### src/rtl/orv32_csr_file.sv
// Machine-mode CSR file for ORV32: CSR decode/read/write, trap and mret state; counters built only with ORV32_CSR_COUNTERS_EN.
// Latency: reads are combinational; writes, trap and mret updates are visible the cycle after the edge.
// Backpressure: none; an access is accepted every cycle it is presented.
module orv32_csr_file #(
  parameter logic [31:0] HART_ID     = 32'h0000_0000,
  parameter logic [31:0] MISA_VAL    = 32'h4000_0100,
  parameter logic [31:0] MTVEC_RESET = 32'h0000_0000
) (
  input  logic        clk,
  input  logic        rst_n,
  input  logic        csr_valid_i,
  input  logic [1:0]  csr_op_i,
  input  logic [11:0] csr_addr_i,
  input  logic [31:0] csr_wdata_i,
  output logic [31:0] csr_rdata_o,
  output logic        csr_illegal_o,
  input  logic        instret_i,
  input  logic        trap_i,
  input  logic [31:0] trap_cause_i,
  input  logic [31:0] trap_pc_i,
  input  logic [31:0] trap_tval_i,
  input  logic        mret_i,
  output logic [31:0] mtvec_o,
  output logic [31:0] mepc_o,
  output logic        mstatus_mie_o,
  output logic [1:0]  priv_lvl_o
);

  typedef enum logic [1:0] {
    OP_READ  = 2'd0,
    OP_WRITE = 2'd1,
    OP_SET   = 2'd2,
    OP_CLEAR = 2'd3
  } csr_op_e;

  localparam logic [11:0] A_MSTATUS   = 12'h300;
  localparam logic [11:0] A_MISA      = 12'h301;
  localparam logic [11:0] A_MTVEC     = 12'h305;
  localparam logic [11:0] A_MSCRATCH  = 12'h340;
  localparam logic [11:0] A_MEPC      = 12'h341;
  localparam logic [11:0] A_MCAUSE    = 12'h342;
  localparam logic [11:0] A_MTVAL     = 12'h343;
  localparam logic [11:0] A_MCYCLE    = 12'hB00;
  localparam logic [11:0] A_MINSTRET  = 12'hB02;
  localparam logic [11:0] A_MCYCLEH   = 12'hB80;
  localparam logic [11:0] A_MINSTRETH = 12'hB82;
  localparam logic [11:0] A_CYCLE     = 12'hC00;
  localparam logic [11:0] A_MHARTID   = 12'hF14;

  csr_op_e     op;
  logic        mie_q, mie_d, mpie_q, mpie_d;
  logic [29:0] mtvec_q, mtvec_d;
  logic [31:0] mscratch_q, mscratch_d;
  logic [30:0] mepc_q, mepc_d;
  logic [31:0] mcause_q, mcause_d;
  logic [31:0] mtval_q, mtval_d;
  logic [63:0] mcycle_val, minstret_val;
  logic [31:0] csr_old, csr_wval;
  logic        addr_known, addr_ro, csr_illegal, csr_wr;
  logic        unused_trap_pc0;

  assign op = csr_op_e'(csr_op_i);
  // mepc is always even, so the faulting PC's bit 0 is never stored.
  assign unused_trap_pc0 = trap_pc_i[0];

  always_comb begin
    csr_old    = 32'h0;
    addr_known = 1'b1;
    addr_ro    = 1'b0;
    case (csr_addr_i)
      A_MHARTID:   begin csr_old = HART_ID; addr_ro = 1'b1; end
      A_MSTATUS:   csr_old = {19'b0, 2'b11, 3'b0, mpie_q, 3'b0, mie_q, 3'b0};
      A_MISA:      begin csr_old = MISA_VAL; addr_ro = 1'b1; end
      A_MTVEC:     csr_old = {mtvec_q, 2'b00};
      A_MSCRATCH:  csr_old = mscratch_q;
      A_MEPC:      csr_old = {mepc_q, 1'b0};
      A_MCAUSE:    csr_old = mcause_q;
      A_MTVAL:     csr_old = mtval_q;
      A_MCYCLE:    csr_old = mcycle_val[31:0];
      A_MCYCLEH:   csr_old = mcycle_val[63:32];
      A_MINSTRET:  csr_old = minstret_val[31:0];
      A_MINSTRETH: csr_old = minstret_val[63:32];
      A_CYCLE:     begin csr_old = mcycle_val[31:0]; addr_ro = 1'b1; end
      default:     addr_known = 1'b0;
    endcase
  end

  assign csr_illegal   = csr_valid_i & (~addr_known | ((op != OP_READ) & addr_ro));
  assign csr_wr        = csr_valid_i & ~csr_illegal & (op != OP_READ);
  assign csr_illegal_o = csr_illegal;
  assign csr_rdata_o   = csr_illegal ? 32'h0 : csr_old;

  always_comb begin
    csr_wval = csr_old;
    case (op)
      OP_WRITE: csr_wval = csr_wdata_i;
      OP_SET:   csr_wval = csr_old | csr_wdata_i;
      OP_CLEAR: csr_wval = csr_old & ~csr_wdata_i;
      default:  csr_wval = csr_old;
    endcase
  end

  // Later assignments override earlier ones: trap beats mret beats CSR write.
  always_comb begin
    mie_d      = mie_q;
    mpie_d     = mpie_q;
    mtvec_d    = mtvec_q;
    mscratch_d = mscratch_q;
    mepc_d     = mepc_q;
    mcause_d   = mcause_q;
    mtval_d    = mtval_q;
    if (csr_wr) begin
      case (csr_addr_i)
        A_MSTATUS:  begin mie_d = csr_wval[3]; mpie_d = csr_wval[7]; end
        A_MTVEC:    mtvec_d    = csr_wval[31:2];
        A_MSCRATCH: mscratch_d = csr_wval;
        A_MEPC:     mepc_d     = csr_wval[31:1];
        A_MCAUSE:   mcause_d   = csr_wval;
        A_MTVAL:    mtval_d    = csr_wval;
        default:    ;
      endcase
    end
    if (mret_i) begin
      mie_d  = mpie_q;
      mpie_d = 1'b1;
    end
    if (trap_i) begin
      mepc_d   = trap_pc_i[31:1];
      mcause_d = trap_cause_i;
      mtval_d  = trap_tval_i;
      mpie_d   = mie_q;
      mie_d    = 1'b0;
    end
  end

  always_ff @(posedge clk or negedge rst_n) begin
    if (!rst_n) begin
      mie_q      <= 1'b0;
      mpie_q     <= 1'b0;
      mtvec_q    <= MTVEC_RESET[31:2];
      mscratch_q <= 32'h0;
      mepc_q     <= 31'h0;
      mcause_q   <= 32'h0;
      mtval_q    <= 32'h0;
    end else begin
      mie_q      <= mie_d;
      mpie_q     <= mpie_d;
      mtvec_q    <= mtvec_d;
      mscratch_q <= mscratch_d;
      mepc_q     <= mepc_d;
      mcause_q   <= mcause_d;
      mtval_q    <= mtval_d;
    end
  end

`ifdef ORV32_CSR_COUNTERS_EN
  logic [63:0] mcycle_q, mcycle_d, minstret_q, minstret_d;

  // A written word takes the written value; a low-word write also swallows that cycle's carry.
  always_comb begin
    mcycle_d   = mcycle_q + 64'd1;
    minstret_d = minstret_q + {63'd0, instret_i};
    if (csr_wr && csr_addr_i == A_MCYCLE)    mcycle_d         = {mcycle_q[63:32], csr_wval};
    if (csr_wr && csr_addr_i == A_MCYCLEH)   mcycle_d[63:32]  = csr_wval;
    if (csr_wr && csr_addr_i == A_MINSTRET)  minstret_d       = {minstret_q[63:32], csr_wval};
    if (csr_wr && csr_addr_i == A_MINSTRETH) minstret_d[63:32] = csr_wval;
  end

  always_ff @(posedge clk or negedge rst_n) begin
    if (!rst_n) begin
      mcycle_q   <= 64'h0;
      minstret_q <= 64'h0;
    end else begin
      mcycle_q   <= mcycle_d;
      minstret_q <= minstret_d;
    end
  end

  assign mcycle_val   = mcycle_q;
  assign minstret_val = minstret_q;
`else
  logic unused_instret;

  assign unused_instret = instret_i;
  assign mcycle_val     = 64'h0;
  assign minstret_val   = 64'h0;
`endif

  assign mtvec_o       = {mtvec_q, 2'b00};
  assign mepc_o        = {mepc_q, 1'b0};
  assign mstatus_mie_o = mie_q;
  assign priv_lvl_o    = 2'b11;

endmodule

### config.mk
export PLATFORM = sky130hd
export DESIGN_NAME = orv32_csr_file
export DESIGN_NICKNAME = d
export VERILOG_FILES = /design/src/rtl/orv32_csr_file.sv
export SDC_FILE = /design/constraint.sdc
export NUM_CORES = 1
export LEC_CHECK = 0
export CAP_MARGIN = 40
export CORE_AREA = 2 2 158 160
export CTS_CLUSTER_DIAMETER = 80
export DETAILED_ROUTE_END_ITERATION = 8
export DIE_AREA = 0 0 160 162
export PLACE_DENSITY = 0.78
export SYNTH_ARGS = -nofsm -noshare
export SYNTH_HDL_FRONTEND = slang
export SYNTH_SLANG_ARGS = --single-unit
export TNS_END_PERCENT = 50
### constraint.sdc
create_clock -name clk -period 5.7 [get_ports clk]
set_input_delay 0.855 -clock clk [delete_from_list [all_inputs] [get_ports clk]]
set_output_delay 0.855 -clock clk [all_outputs]
set_load 0.005 [all_outputs]
======== Word level (Yosys, flattened, before mapping) ========
Index checks and enable logic that the tools add are counted.
word-level totals
  bits in writable memories ............... 0
  bits in registers ....................... 159
  bits of input ports ..................... 148
  bits in latches ......................... 0
  ROM bits ................................ 0
  memories kept ........................... 0
cells by class
  reduce and logical (&&, ||, !) cells .... 15
  shifts and indexed selects .............. 0
  multiply operators ...................... 0
  div/mod/pow operators ................... 0
  add/subtract/negate cells ............... 0
  order comparisons ....................... 0
  muxes and demuxes ....................... 22
  bitwise logic cells ..................... 10
  equal/unequal tests ..................... 16
operators by type and width
  operator                                                           number
  32-bit two-way mux                                                 7
  32-bit one-hot mux with 7 select lines                             1
  32-bit one-hot mux with 3 select lines                             1
  31-bit two-way mux                                                 3
  12-bit by 10-bit == test with 1-bit output, second input constant  7
  12-bit == test, second input constant                              6
  32-bit AND                                                         1
  32-bit inverter                                                    1
  32-bit bitwise OR                                                  1
  13-bit OR reduction                                                1
  2-bit AND reduction                                                6
  1-bit two-way mux                                                  10
  2-bit nonzero test                                                 5
  3-bit nonzero test                                                 2
  1-bit AND                                                          4
  2-bit == test, second input constant                               2
  3-bit OR reduction                                                 1
  2-bit by 1-bit == test with 1-bit output, second input constant    1
  1-bit inverter                                                     2
  1-bit bitwise OR                                                   1

======== Depth between registers and ports, before layout ========
Gate-level depths: netlist of run 1.
  depth in word-level cells ............... 12
  mapped depth ............................ 10

======== Least setup slack after synthesis of run 1 ========
No wires, ideal clock.
  path kind ............................... input to output
  from .................................... input csr_addr_i[1]
  to ...................................... output csr_rdata_o[10]
  stages on the path ...................... 8
  arrival ................................. 2.575 ns
  slack ................................... 2.270 ns
  cells stage by stage .................... buf_2 nor4b_1 and3_1 and2_1 buf_2 buf_2 buf_1 a221o_1
on the way
  word-level cells in the longest chain between the ends .. 7
  elaborated cells on any way between the ends .. 23
  those cells by class .................... 13 x eq/ne; 4 x mux; 4 x bitwise; 2 x reduce/logical
RTL lines
  element                                                                              RTL line  text
  start, declared                                                                      13        input logic [11:0] csr_addr_i,
  12-bit by 10-bit == test with 1-bit output / 12-bit == test (equally long branches)  70        case (csr_addr_i)
  13-bit OR reduction (no source line) / 3-bit OR reduction (equally long branches)    -
  1-bit two-way mux                                                                    70
  1-bit inverter / 1-bit AND (equally long branches)                                   88        assign csr_illegal = csr_valid_i & (~addr_known | ((op != OP_READ) & addr_ro));
  1-bit bitwise OR                                                                     88
  1-bit AND                                                                            88
  32-bit two-way mux (*)                                                               91        assign csr_rdata_o = csr_illegal ? 32'h0 : csr_old;
  end, declared                                                                        15        output logic [31:0] csr_rdata_o,
Every way passes the cells marked *; elsewhere a longest branch is shown, timed or not.

======== Worst setup path after layout of run 1 ========
  from .................................... input csr_addr_i[3]
  to ...................................... output csr_rdata_o[2]
Same word-level chain as after synthesis.

==> results.txt, run 1 <==
- Run status: complete, no violations
- Worst-skew pair later-pin latency: 0.43 ns
* Data arrival time of the critical path: 3.89 ns
- Hold buffer count at CTS: 0
* Critical path class: input port to output pin
- Number of levels in the clock H-tree: 4
- Class of the worst hold path: input port to async pin
* Post CTS Setup Buffer Count: 0
- Derived from the worst setup path, the maximum achievable clock frequency is 210.9 MHz.
- For this block, the routed nets add up to 31820 um of wire.
* Worst slack, placed: 1.008 ns
- Gates resized during post-CTS repair numbered 0.
- The via count of the first global-routing pass was 8612.
* Gate family responsible for the most delay along the worst path: simple AND/OR/NAND/NOR gates
- Setup-violating endpoint count in the final report: 0
* Setup repair after global routing missed its margin: no
- Number of distinct library cell variants in the gate-level netlist after synthesis: 67
- Total via count after detailed routing: 8647
* Number of DRC markers after the initial detailed-route iteration: 762
* Worst Tran Pin Value: roughly 0.9 ns
* Routed wirelength normalized by instance count: 21.98 um
- Maximum Capacitance Violations: 0
* Die Outline Area: between 20000 and 30000 um2
- Dividing the final minimum period by the clock period gives 83.19%.
- In this design, the stage delay of the slowest critical-path cell is 0.66 ns.
* Initial antenna violation count: 1
* Total power per unit cell area: roughly 220 nW/um2
- After routing the design area is 12690 um2.
* Setup Total Neg Slack: 0 ns
- In this run the static leakage power is 5.241 nW.
* Count of nets left with antenna violations after detail routing: 0
- Number of enable flip-flop cells after synthesis: 0
- Routability-driven placement finished with a final weighted congestion of between 0.8 and 0.9.
- Of the cells placed in the final design, the portion with a size suffix greater than 1 is 14.69%.
- The Yosys step of the flow raised 0 warnings.
- Total grt overflow: 0
* Avg Inst Size Synth: 10.41 um2
- Total track usage: 24.40%
- Entering global routing, the biggest net connects 120 pins.
* CTS sink cnt: roughly 160
- Clock tree synthesis inserted a total of 17 buffers.
- Among all flip-flop cells after synthesis, the most frequent one is sky130_fd_sc_hd__dfrtp_1.
- The final count of hold timing violations is 0.
- After clock tree synthesis, the clock-pin slew on the worst setup and hold paths is 0.07 ns.
* Endpoint type of the worst setup path: output pin
- DRC viols: 0
- Row generation in the floorplan step produced between 50 and 60 rows.
- Number of I/O pins: 248
- After synthesis the netlist holds a flip-flop and latch count of 159.
* Placed Area: roughly 12000 um2
- After detailed routing, the number of vias per cell comes to 5.972.
* Largest voltage drop on the vdd net: 191.8 uV
* Net count, final: 1258
- Area growth, synth to finish: 33.14%
* Final min period: about 4.7 ns
* Standard cell with the maximum stage delay on the critical path: sky130_fd_sc_hd__or3_1
- Critical path peak fanout: 16
* Asr flop ratio synth: 100.0%
- Core Area: 24110 um2
* WP buf/inv: 3
- On the final layout, the worst clock skew is roughly 0.017 ns.
* Cell chain of the critical path: clkdlybuf4s50_1 -> or3_1 -> or3_1 -> buf_4 -> nor2_1 -> a221o_1 -> clkdlybuf4s50_1
- Effective utilization at floorplan: 39.53%
* Critical Path Source Type: input port
* Count of TritonRoute iterations in the first routing pass: 6
- From left edge to right edge, the die measures roughly 160 um.
* Die Height: roughly 160 um
- After synthesis the cells add up to 9528 um2.
- Seq/Total Area, Yosys: 41.76%
- Data on the critical path is required at its endpoint by a little under 5 ns.
- The cell sitting at the root of the clock tree is a sky130_fd_sc_hd__clkbuf_16.
- In this run the deepest clock path goes through 2 buffers.
- IO Port Bufs: 240
- Final worst-path setup slack: between 0.9 and 1 ns
* Final count of pins violating max slew: 0
* Cells after synthesis: approximately 900
- Wire length of the first global-routing pass: ~50000 um
* Rel. slew slack: 39.51%
* Sum of net half-perimeters after detailed placement: 21290 um
* Clock tree from TritonCTS: built
==> synthesized netlist by cell type, types with 15 or more instances <==
| master | number | area, um2 |
|---|---|---|
| sky130_fd_sc_hd__nor2_1 | 36 | 135.1 |
| sky130_fd_sc_hd__o21ai_0 | 16 | 80.08 |
| sky130_fd_sc_hd__clkbuf_1 | 39 | 146.4 |
| sky130_fd_sc_hd__inv_1 | 16 | 60.06 |
| sky130_fd_sc_hd__a21oi_1 | 29 | 145.1 |
| sky130_fd_sc_hd__a32oi_1 | 16 | 140.1 |
| sky130_fd_sc_hd__mux2i_1 | 60 | 600.6 |
| sky130_fd_sc_hd__nor3b_1 | 73 | 548.0 |
| sky130_fd_sc_hd__nand2b_1 | 23 | 143.9 |
| sky130_fd_sc_hd__buf_2 | 27 | 135.1 |
| sky130_fd_sc_hd__xnor2_1 | 15 | 131.4 |
| sky130_fd_sc_hd__mux2_2 | 66 | 743.2 |
| sky130_fd_sc_hd__a221o_1 | 85 | 850.8 |
| sky130_fd_sc_hd__nand2_1 | 74 | 277.8 |
| sky130_fd_sc_hd__and2_1 | 17 | 106.4 |
| sky130_fd_sc_hd__dfrtp_1 | 159 | 3979 |
==> worst paths after layout <==
path                                start              to  slack, ns  cells after the start
setup / recovery            csr_addr_i[3]  csr_rdata_o[2]       0.96                      7
hold / removal                      rst_n      mepc_q[28]       0.32                      1
setup reg to reg            mscratch_q[7]          mpie_q       3.61                      6
hold reg to reg            mscratch_q[29]  mscratch_q[29]       0.48                      2
max in group asynchronous           rst_n     mcause_q[9]       4.35                      2
min in group clk           mscratch_q[29]  mscratch_q[29]       0.48                      2
==> logic make-up after synthesis <==
logic type                Yosys count  synth area share, %
muxes                             128                14.58
DFF                               159                41.76
buffers and inverters             106                5.568
other                               2              0.07882
xor gates and xnor gates           15                1.379
and+or+nand+nor                   276                16.85
AOI/OAI and AO/OA                 229                19.79
==> placed cells by master, fill, tap and decap left out, types with 6 or more instances in the layout <==
| cell | n |
|---|---|
| sky130_fd_sc_hd__a21oi_1 | 29 |
| sky130_fd_sc_hd__a221o_1 | 85 |
| sky130_fd_sc_hd__a22oi_1 | 8 |
| sky130_fd_sc_hd__a22oi_2 | 9 |
| sky130_fd_sc_hd__a31oi_1 | 11 |
| sky130_fd_sc_hd__a32oi_1 | 16 |
| sky130_fd_sc_hd__and2_1 | 17 |
| sky130_fd_sc_hd__buf_4 | 21 |
| sky130_fd_sc_hd__clkbuf_16 | 17 |
| sky130_fd_sc_hd__clkdlybuf4s50_1 | 235 |
| sky130_fd_sc_hd__dfrtp_1 | 159 |
| sky130_fd_sc_hd__inv_1 | 16 |
| sky130_fd_sc_hd__mux2_2 | 66 |
| sky130_fd_sc_hd__mux2i_1 | 60 |
| sky130_fd_sc_hd__nand2_1 | 74 |
| sky130_fd_sc_hd__nand2b_1 | 23 |
| sky130_fd_sc_hd__nand3_1 | 7 |
| sky130_fd_sc_hd__nor2_1 | 36 |
| sky130_fd_sc_hd__nor3b_1 | 73 |
| sky130_fd_sc_hd__o21ai_0 | 16 |
| sky130_fd_sc_hd__o21ai_1 | 9 |
| sky130_fd_sc_hd__o21ai_2 | 11 |
| sky130_fd_sc_hd__o22ai_1 | 6 |
| sky130_fd_sc_hd__o2bb2ai_1 | 8 |
| sky130_fd_sc_hd__xnor2_1 | 15 |
==> report_power, final <==
part | internal [mW] | total (mW) | switching, mW
Clock | 0.610 | 1.12 | 0.505
Combinational | 0.260 | 0.483 | 0.223
Sequential | 1.19 | 1.23 | 0.0372
Total | 2.06 | 2.83 | 0.766
==> layout make-up <==
class	count	area (um2)
clock inverters	14	135.1
inverters	16	60.06
flip-flops and latches	159	3979
fillers	2185	11420
multi-input cells	653	5065
clock buffers	18	429.2
diodes	1	2.502
well taps	324	405.4
repair buffers	263	2610
==> routing by layer <==
metal	vias up	track usage, %	share of wire (%)	routed length (um)
li1	3855	-	-	-
met1	4325	32.37	43	13680
met2	405	40.54	48	15260
met3	62	4.111	6.4	2027
met4	0	8.640	2.7	852
met5	-	0	0	0
==> per-stage QoR <==
stage | power [mW] | cells | hold WS [ns] | util (%)
after floorplan | 1.485 | 918 | 0.4451 | -
after global placement | 1.711 | 1413 | 0.4597 | 50.08
after detailed placement | 1.727 | 1415 | 0.4616 | 50.28
after CTS | 2.842 | 1447 | 0.3154 | 52.62
after global routing | 2.935 | 1448 | 0.3188 | 52.63
final | 2.825 | 1448 | 0.3238 | 52.63
==> sequential cells by signal, summed over array words and instances, names as in the netlist <==
signal         flops
mcause_q          32
mscratch_q        32
mtvec_q           30
mstatus_mie_o      1
mepc_q            31
mtval_q           32
mpie_q             1
(Power assumes the default switching activity.)
==> inputs of run 2 (changes only) <==
==> constraint.sdc (replaced) <==
create_clock -name clk -period 4.9 [get_ports clk]
set_input_delay 0.735 -clock clk [delete_from_list [all_inputs] [get_ports clk]]
set_output_delay 0.735 -clock clk [all_outputs]
set_load 0.005 [all_outputs]
==> run 2 against run 1 <==
- clock skew down 0.0062 ns
- sequential share of layout area down 0.12 points
- largest power group unchanged
- sequential cell count unchanged
- first-iteration DRC count down 4.7%
- critical path type unchanged
- total power up 18%
- wire length up 0.66%
- final cell count up 0.14%
- highest routed layer is now met5
- clock-buffer cell count up 1
- combinational power up 16%
- worst hold slack worse by 0.023 ns
==> results.txt, run 2 (synthesis gave the netlist of run 1 again) <==
- The floorplan die width came to 160 um (unchanged).
- Rel. slew slack: 47.88% (+8.4 points)
- The post-CTS resize count was 0 (unchanged).
- Post-layout total power: 3.320 mW (+18%)
* Met3 usage in global routing: 4.188% (+0.077 points)
* Final instance count without filler cells: 1450 (+0.14%)
- The final RePlAce weighted congestion is 0.9124 (+7.8%).
- The area of all sequential standard cells was 3979 um2 (unchanged).
- Relative to the synthesized area, the layout overhead comes to 33.66%.
- DRC viols: 0 (unchanged)
- Routed wirelength normalized by instance count: 22.09 um (+0.52%)
* Final hold viol count: 0 (unchanged)
- The post-layout utilization of the core is 52.83% (+0.20 points).
* Final min period: 4.251 ns
- The worst setup path is launched from an input port.
- Die Height: 162 um (unchanged)
- Number of I/O pins: 248 (unchanged)
* Leading cell type in the layout, fill and taps excluded: sky130_fd_sc_hd__clkdlybuf4s50_1
- The data arrival at the endpoint of the critical path is 3.52 ns (-0.37 ns).
* Maximum number of pins on one net before global-route repair: 106 (-12%)
- The static leakage is 5.276 nW (+0.67%).
* Initial antenna violation count: 2 (+1)
- The number of design-rule violations left by the first detailed-router iteration came to 726 (-4.7%).
* Setup Total Neg Slack: 0 ns (unchanged)
- Setup repair after global routing left no endpoint under its margin.
- Setup-violating endpoint count in the final report: 0 (unchanged)
- The worst reg-to-reg path cell count came to 6 (unchanged).
* Placed Area: 12150 um2 (+0.27%)
- Core Area: 24110 um2 (unchanged)
- Number of placement rows: 57 (unchanged)
- Post CTS Setup Buffer Count: 0 (unchanged)
* Total via count after detailed routing: 8598 (-0.57%)
- Most Crowded Layer GR: met2
- The met1 track utilization from global routing came to 32.82% (+0.45 points).
- Run status: complete, no violations
- The final design instance area without fill was 12730 um2 (+0.38%).
- The met2 track utilization from global routing came to 40.00% (-0.53 points).
- The number of port buffers is 240 (unchanged).
- The number of hold-repair buffers added at the cts stage came to 0 (unchanged).
- The post-DP HPWL is 21590 um (+1.4%).
- Critical path peak fanout: 28 (+12)
- Total power per unit cell area: 260.7 nW/um2 (+17%)
- The endpoint required time on the critical path came to 4.16 ns (-0.69 ns).
- Share of post-route cells with drive strength above 1: 14.93% (+0.24 points)
* Critical path class: input port to output pin
- The overall routing resource usage was 24.62% (+0.21 points).
* Largest voltage drop on the vdd net: 163.4 uV (-15%)
- Post-route clock period utilization: 86.75%
- Cells after DPL: 1417 (+0.14%)
* Worst Tran Pin Value: 0.7818 ns (-0.1236 ns)
* Maximum Capacitance Violations: 0 (unchanged)
- Die Outline Area: 25920 um2 (unchanged)
* Clk_skew: 0.01104 ns (-0.006196 ns)
- The latest clock arrival within the worst-skew pair was 0.42 ns (about the same).
- CTS buffer count: 17 (unchanged)
- Endpoint type of the worst setup path: output pin
- The starting utilization of the core area is 39.53% (unchanged).
- Achievable Freq: 235.2 MHz
* Number of global-route vias before repair: 8724 (+1.3%)
- Clock root buffer master: sky130_fd_sc_hd__clkbuf_16
- CTS sink cnt: 159 (unchanged)
* Total grt overflow: 0 (unchanged)
- The area taken by multi-input logic gates was 5065 um2 (unchanged).
- Count of nets left with antenna violations after detail routing: 0 (unchanged)
* Net count, final: 1260 (+0.16%)
- The fill cell instance count of the final layout is 2184 (-0.046%).
* Maximum clock insertion buffer count: 2 (unchanged)
- Count of TritonRoute iterations in the first routing pass: 7 (+1)
- In the final layout, the registers with the most flip-flops are mcause_q (32), mscratch_q (32), mtval_q (32).
* Wire length of the first global-routing pass: 49750 um (+1.2%)
- Total wire length after detailed routing: 32030 um (+0.66%)
- Final count of pins violating max slew: 0 (unchanged)
- The path class of the tightest hold or removal check is input port to async pin.
* Routed vias/inst: 5.930 (-0.70%)
- The top cell types in the final layout, fill and taps aside, are sky130_fd_sc_hd__clkdlybuf4s50_1, sky130_fd_sc_hd__dfrtp_1, sky130_fd_sc_hd__a221o_1.
- TritonCTS built the clock tree.
- The CTS clock-pin slew for the worst setup and hold paths came to 0.07 ns (about the same).
- Number of levels in the clock H-tree: 4 (unchanged)
## run 2: cell count changes in the layout (fill, tap and decap cells not counted), sizes merged
cell / before / now
clkbuf: 18 / 19
clkinvlp: 5 / 2
buf: 28 / 30
inv: 20 / 22
## run 2: path summary, 6_finish.rpt
| kind | start | endpoint | slack, ns |
|---|---|---|---|
| max | csr_addr_i[0] | csr_rdata_o[3] | 0.65 |
| max in group asynchronous | rst_n | mscratch_q[16] | 3.59 |
| min in group clk | mscratch_q[12] | mscratch_q[12] | 0.48 |
| max reg2reg | mscratch_q[7] | mpie_q | 2.77 |
| min | rst_n | mepc_q[28] | 0.30 |
| min reg2reg | mscratch_q[12] | mscratch_q[12] | 0.48 |
## run 2: worst max-delay path: stages
cell	delay (ns)
sky130_fd_sc_hd__clkdlybuf4s50_1	0.58
sky130_fd_sc_hd__buf_4	0.28
sky130_fd_sc_hd__nor4b_1	0.40
sky130_fd_sc_hd__and3_1	0.24
sky130_fd_sc_hd__and2_1	0.12
sky130_fd_sc_hd__buf_4	0.34
sky130_fd_sc_hd__a22oi_1	0.23
sky130_fd_sc_hd__inv_1	0.09
sky130_fd_sc_hd__clkdlybuf4s50_1	0.50
## run 2: through the flow
step	setup slack (ns)	hold WS, ns
6_report	0.6491	0.3008
5_1_grt	0.3979	0.3535
4_1_cts	0.7011	0.3489
3_5_place_dp	0.7051	0.4628
3_3_place_gp	0.7031	0.4589
2_1_floorplan	1.710	0.4394
## run 2: final cells by class
| class | instances | area share [%] |
|---|---|---|
| timing repair buffer | 265 | 20.75 |
| sequential | 159 | 31.24 |
| tap | 324 | 3.183 |
| multi-input combinational | 653 | 39.77 |
| inverter | 16 | 0.4716 |
| antenna | 1 | 0.01965 |
| clock buffer | 19 | 3.557 |
| clock inverter | 13 | 1.002 |
## run 2: layer usage
layer  wire length (um)  vias to the layer above
li1                   -                     3850
met3               2347                       76
met1              13490                     4288
met5                 13                        -
met4               1017                        2
met2              15160                      382
## run 2: report_power, final
part	switching (mW)	total, mW	internal [mW]
clock	0.593	1.33	0.739
sequential	0.0447	1.43	1.38
combinational	0.258	0.559	0.301
